==> src/rtl/dcache_refill_writer.sv <==
// dcache_refill_writer: line-fill engine that invalidates the victim, fetches eight beats
// from memory into the bank RAMs, then rewrites tag/valid and returns the assembled line.
module dcache_refill_writer #(
   parameter int INDEX_SIZE = 7,
   parameter int TAG_SIZE   = 20,
   parameter int BANK_NUM   = 8,
   parameter int TAGV_SIZE  = 32
) (
   input  logic                     clk,
   input  logic                     reset,
   input  logic                     miss_req,
   input  logic [31:0]              miss_addr,
   output logic                     miss_ready,
   output logic                     mem_rd_req,
   output logic [31:0]              mem_rd_addr,
   input  logic                     mem_rd_ack,
   input  logic                     mem_rd_valid,
   input  logic [31:0]              mem_rd_data,
   input  logic                     mem_rd_last,
   output logic [BANK_NUM-1:0]      bank_write_en,
   output logic [INDEX_SIZE-1:0]    write_addr,
   output logic [31:0]              write_data,
   output logic                     tagv_write_en,
   output logic [TAGV_SIZE-1:0]     tagv_write_data,
   output logic                     refill_done,
   output logic                     refill_error,
   output logic [BANK_NUM*32-1:0]   refill_data
);
   localparam int CNT_W = $clog2(BANK_NUM);
   typedef enum logic [2:0] {IDLE, INVAL, REQ, RECV, TAGV, DONE} state_t;
   state_t state, state_nx;
   logic [31:0] addr_q;
   logic [CNT_W-1:0] beat_cnt;
   logic err;
   logic [BANK_NUM*32-1:0] line;
   logic beat, fin;
   assign beat = state == RECV && mem_rd_valid;
   assign fin = mem_rd_last || beat_cnt == CNT_W'(BANK_NUM - 1);
   always_ff @(posedge clk or negedge reset) begin
      if (!reset) begin
         state    <= IDLE;
         addr_q   <= '0;
         beat_cnt <= '0;
         err      <= 1'b0;
         line     <= '0;
      end else begin
         state <= state_nx;
         if (state == IDLE && miss_req) begin
            addr_q   <= miss_addr;
            beat_cnt <= '0;
            err      <= 1'b0;
         end
         if (beat) begin
            line[32*int'(beat_cnt) +: 32] <= mem_rd_data;
            beat_cnt <= beat_cnt + 1'b1;
            if (mem_rd_last && beat_cnt != CNT_W'(BANK_NUM - 1)) err <= 1'b1;
         end
      end
   end
   always_comb begin
      state_nx = state;
      case (state)
         IDLE:  state_nx = miss_req ? INVAL : IDLE;
         INVAL: state_nx = REQ;
         REQ:   state_nx = mem_rd_ack ? RECV : REQ;
         RECV:  state_nx = (mem_rd_valid && fin) ? TAGV : RECV;
         TAGV:  state_nx = DONE;
         default: state_nx = IDLE;
      endcase
   end
   // bank write path is combinational so the RAM captures each beat on its own edge
   assign bank_write_en   = beat ? BANK_NUM'(1) << beat_cnt : '0;
   assign write_data      = beat ? mem_rd_data : '0;
   assign write_addr      = addr_q[INDEX_SIZE+4:5];
   assign miss_ready      = state == IDLE;
   assign mem_rd_req      = state == REQ;
   assign mem_rd_addr     = addr_q & ~32'h1f;
   assign tagv_write_en   = state == INVAL || state == TAGV;
   assign tagv_write_data = state == TAGV ? TAGV_SIZE'({~err, addr_q[31:32-TAG_SIZE]}) : '0;
   assign refill_done     = state == DONE;
   assign refill_error    = state == DONE && err;
   assign refill_data     = line;
endmodule

==> config.mk <==
export PLATFORM = sky130hd
export DESIGN_NAME = dcache_refill_writer
export DESIGN_NICKNAME = d
export VERILOG_FILES = /design/src/rtl/dcache_refill_writer.sv
export SDC_FILE = /design/constraint.sdc
export NUM_CORES = 1
export LEC_CHECK = 0
export CORE_UTILIZATION = 40
export DETAILED_ROUTE_END_ITERATION = 10
export DONT_BUFFER_PORTS = 1
export PLACE_DENSITY = 0.63
export SYNTH_ARGS = -nofsm -noshare
export SYNTH_HDL_FRONTEND = slang
export SYNTH_SLANG_ARGS = --single-unit
export TNS_END_PERCENT = 20
==> constraint.sdc <==
create_clock -name clk -period 3.5 [get_ports clk]
set_input_delay 0.175 -clock clk [delete_from_list [all_inputs] [get_ports clk]]
set_output_delay 0.175 -clock clk [all_outputs]
set_load 0.05 [all_outputs]
# == Word-level counts from Yosys, hierarchy flattened ==
# Index checks and enable logic that the tools add are counted.
# op_classes
n_addsub,2
eq_ne,7
shifts,3
n_mux,13
bitwise,1
n_reduce_logical,9
# op_table
op,n
256-bit bitwise mux,1
32-bit by 33-bit variable shift with 256-bit output (first input constant),1
32-bit by 33-bit indexed part select with 256-bit output,1
8-bit negation with 33-bit output,1
32-bit two-way mux,1
21-bit two-way mux,1
3-bit case mux with 5 select lines,1
3-bit == test (second input constant),3
3-bit two-way mux,3
8-bit two-way mux,1
1-bit by 3-bit << shifter with 8-bit output (first input constant),1
3-bit by 2-bit == test with 1-bit output (second input constant),2
1-bit logical AND,5
1-bit two-way mux,5
3-bit by 1-bit adder with 3-bit output (second input constant),1
3-bit by 1-bit == test with 1-bit output (second input constant),1
3-bit logical NOT,1
3-bit inequality test (second input constant),1
1-bit logical OR,2
2-bit nonzero test,1
1-bit inverter,1
# word_totals
reg_bits,295
in_bits,70
out_inout_bits,372
wordCells,40

# == Longest topological paths before layout ==
# depth
word_depth,5
depth_mapped,10
mapped_depth_nobuf,6

# == Least setup slack after synthesis ==
# No wires, ideal clock.
# synth_path
path_type,register -> register
start,register state[1]
end,register addr_q[10]
setup_time_ns,0.125
arrival_ns,2.482
required_ns,3.375
slack_ns,0.894
path_stages_with_launch,7
path_buffers,3
period_less_slack_ns,2.606
cell_sequence,dfrtp_1 buf_4 nor3_1 and2_1 buf_2 buf_4 mux2_2
# synth_via
elab_chain_cells,2
# synth_rtl
item,line,rtl
start: declaration,31,"state_t state, state_nx;"
start signal: assignment,47,state <= state_nx;
3-bit logical NOT,n/a,
net miss_ready,13,"output logic miss_ready,"
1-bit logical AND,48,if (state == IDLE && miss_req) begin
end signal: assignment,49,addr_q <= miss_addr;
end: declaration,32,logic [31:0] addr_q;
# The timed path passes the listed nets, and every way through them passes these cells.
# A chain may end at the register's enable or synchronous reset.

# == Worst setup path after layout ==
# layout_path
start,register beat_cnt[0]
end,register line[35] (netlist: refill_data[35])
# layout_via
elab_chain_cells,3
elab_cells_between_ends,4
# layout_rtl
item,line,rtl
start: declaration,33,logic [CNT_W-1:0] beat_cnt;
start signal: assignment,55,beat_cnt <= beat_cnt + 1'b1;
8-bit negation with 33-bit output *,54,line[32*int'(beat_cnt) +: 32] <= mem_rd_data;
32-bit by 33-bit indexed part select with 256-bit output / 32-bit by 33-bit variable shift with 256-bit output (equally long branches),54,
256-bit bitwise mux *,54,
end signal: indexed assignment,54,
end: declaration,35,logic [BANK_NUM*32-1:0] line;
# Every way passes the cells marked *; elsewhere a longest branch is shown, timed or not.

==> results.ini <==
[die]
fp.dieW_um = 182.6
die-area_um2 = 33330
fp.dieH_um = 182.6
initial_core_util_pct = 41.01
ios = 442
fp.coreArea_um2 = 31800
rows = 65

[synthesis]
avgSynthCellArea_um2 = 12.60
ys_seq_area_share_pct = 55.65
synthDistinctLibCells = 36
synth_top_area_share_pct = 55.65
yosysTopAreaCell = dfrtp_1
synth_warnings = 0
netlist_area_um2 = 13040
synth_area_leaders = dfrtp_1, mux2_2, mux2i_1, and2_1, nand2_1
ys_ff_latch = 290
synth_cells = 1035

[layout]
layout_common_cells = dfrtp_1, mux2_2, nand2_1, inv_1, and2_1
layout_commonest_cell = dfrtp_1
drive_gt1_share_pct = 24.44
area_delta_synth_final_pct = 15.32
stdcell_area_um2 = 15040
fillCellCount = 2871
final_nets = 1165
instances_no_fill = 1551
multi_input_area_um2 = 4827
regArea_um2 = 7257
fin_util_pct = 47.29

[route]
drtPass1Iterations = 4
vias = 7851
drc = 0
wl_per_cell_um = 23.85
drt_wl_total_um = 37000
vias_per_cell = 5.062
drtIter0Drc = 297
final_antenna_net_count = 0

[sta]
fin_tns_setup_ns = 0
rsz0062_at_grt = false
finalHoldViolCount = 290
worstMarginPinSlew_ns = 0.9524
fmax_mhz = 347.8
fin_skew_ns = 0.01289
setup_viol = 0
min_period_ns = 2.876
timing.final.crit_share_pct = 82.16
relSlewSlack_pct = 36.28
final.setup.worst_slack_ns = 0.6244
whs_ns = -0.6290
drv_slew = 0

[place]
post-place-ws_ns = 0.6438
port_buffers = 0
place_inst = 1422
placed_area_um2 = 13200
dp_hpwl_um = 23100
gp_congestion = 0.7441

[cts]
clk_latency_ns = 0.50
cts_buffers = 34
cts.path.max_buffers = 3
cts.sinks = 290
hold_buffers = 64
root_buffer = clkbuf_16
htreeDepth = 2
clk_pin_slew_ns = 0.06
cts_tree = built

[setup_path]
setup.worst_path.start_class = flip-flop
worstPathArrival_ns = 3.25
worst_path_most_repeated_cell = ha_1
end_kind = flip-flop
required_ns = 3.88
max_stage_delay_ns = 0.55
cp_slowest_cell = ha_1
path_cells = buf_4, inv_1, ha_1, ha_1, o31a_2, nand3_4, mux2_2
r2r_setup_slack_ns = 0.62
cp_max_fo = 32
criticalPathCategory = flip-flop to flip-flop

[global_route]
grt_pass1_wl_um = 54340
gr-usage-all-layers_pct = 21.80
grt_remaining_overflow = 0
antenna_found_initial = 2
grt_max_degree = 291
grt_pass1_vias = 8205

[power]
p_leak_nw = 7.225
power_switching_share_pct = 49.87
p_per_area_nw_per_um2 = 1031
power.switching_w = 0.007733
p_seq_share_pct = 57.1
p_int_w = 0.007775
pwr-share-clk_pct = 23.9
comb_power_share_pct = 19.0
ir_drop_mv = 0.7759

[flow_run]
cap_viol_max_count = 0

[status]
outcome = finished with violations
violations = negative hold slack

[min_path]
min_path_type = primary input to asynchronous set/reset pin

area by class of cell:
type / instances / area share (%)
Clock inverter: 15 / 1.115
Clock buffer: 47 / 6.806
Multi-Input combinational cell: 576 / 32.10
Timing Repair Buffer: 85 / 5.558
Sequential cell: 290 / 48.26
Antenna cell: 3 / 0.04992
Tap cell: 435 / 3.619
Inverter: 100 / 2.496
sequential cells by signal (all words and copies together) (netlist names):
name         count
state            3
err              1
addr_q          27
refill_data    256
beat_cnt         3
cell families (layout without fill, tap and decap cells):
logic type / count (synthesis) / count (layout) / synth area share (%)
flip-flops: 290 / 290 / 55.65
other: 1 / 19 / 0.02876
adder cells (fa/ha/maj): 8 / 8 / 0.7676
AND/OR/NAND/NOR: 258 / 258 / 11.43
buffers and inverters: 184 / 247 / 8.031
multiplexers: 284 / 284 / 23.59
AO/OA/AOI/OAI: 9 / 9 / 0.4317
XOR/XNOR: 1 / 1 / 0.06718
cell usage after synthesis:
library cell / n
nand3b_1: 1
and4b_1: 3
mux2i_1: 97
nor4b_2: 1
nand3_4: 2
and4bb_2: 1
nor3_1: 2
nor4b_4: 3
ha_1: 8
dfrtp_1: 290
conb_1: 1
nand2b_1: 1
nor2b_1: 2
clkbuf_1: 17
and3_1: 28
nand4b_4: 1
buf_6: 24
o22ai_1: 1
and3b_1: 3
mux2_2: 175
inv_1: 100
nand2_1: 102
nor2_1: 5
o31ai_1: 2
buf_12: 3
and2_1: 99
mux2_1: 12
o21ai_0: 5
nor3b_1: 2
nor3_4: 1
buf_4: 31
nor3b_2: 1
xnor2_1: 1
buf_2: 8
clkbuf_2: 1
o31a_2: 1
metal layers:
layer	share of wire [%]	track usage, %
met4	2.3	6.353
met5	0.065	0
met2	48	36.53
met3	9.9	8.122
met1	40	26.06
power groups by stage:
stage | clock (W) | sequential (W) | combinational, W
floorplan | 0 | 0.00837 | 0.00258
global placement | 0 | 0.00891 | 0.00277
detailed placement | 0 | 0.00891 | 0.00285
CTS | 0.00380 | 0.00886 | 0.00297
global route | 0.00394 | 0.00896 | 0.00323
finish | 0.00371 | 0.00885 | 0.00295
timing repair:
action / CTS / global route
endpoints found under the hold margin: 568 / 290
gates resized for setup: 0 / 0
setup buffers: 0 / 0
path summary, 6_finish.rpt:
path / start / endpoint / depth (start not counted)
min in group clk: mem_rd_data[30] / refill_data[62]$_DFFE_PN0P_ / 2
worst max-delay path: beat_cnt[0]$_DFFE_PN0P_ / refill_data[35]$_DFFE_PN0P_ / 7
worst min register to register: err$_DFF_PN0_ / err$_DFF_PN0_ / 2
max in group asynchronous: reset / refill_data[254]$_DFFE_PN0P_ / 0
worst min-delay path: reset / refill_data[107]$_DFFE_PN0P_ / 0
worst max register to register: beat_cnt[0]$_DFFE_PN0P_ / refill_data[35]$_DFFE_PN0P_ / 7
critical path: cells and delay by family (launching register included):
kind | cells | cell delay, ns
adders and majority gates | 2 | 0.79
AOI/OAI and AO/OA | 1 | 0.31
and+or+nand+nor | 1 | 0.50
buffers and inverters | 2 | 0.33
muxes | 1 | 0.48
DFF | 1 | 0.32
stage by stage:
| step | power (W) | hold slack (ns) |
|---|---|---|
| global placement | 0.01167 | -0.1096 |
| global route | 0.01613 | -0.6556 |
| finish | 0.01551 | -0.6290 |
| detailed placement | 0.01177 | -0.1119 |
| CTS | 0.01563 | -0.6596 |
| floorplan | 0.01095 | -0.1206 |
Power figures use the tool's default switching activity.
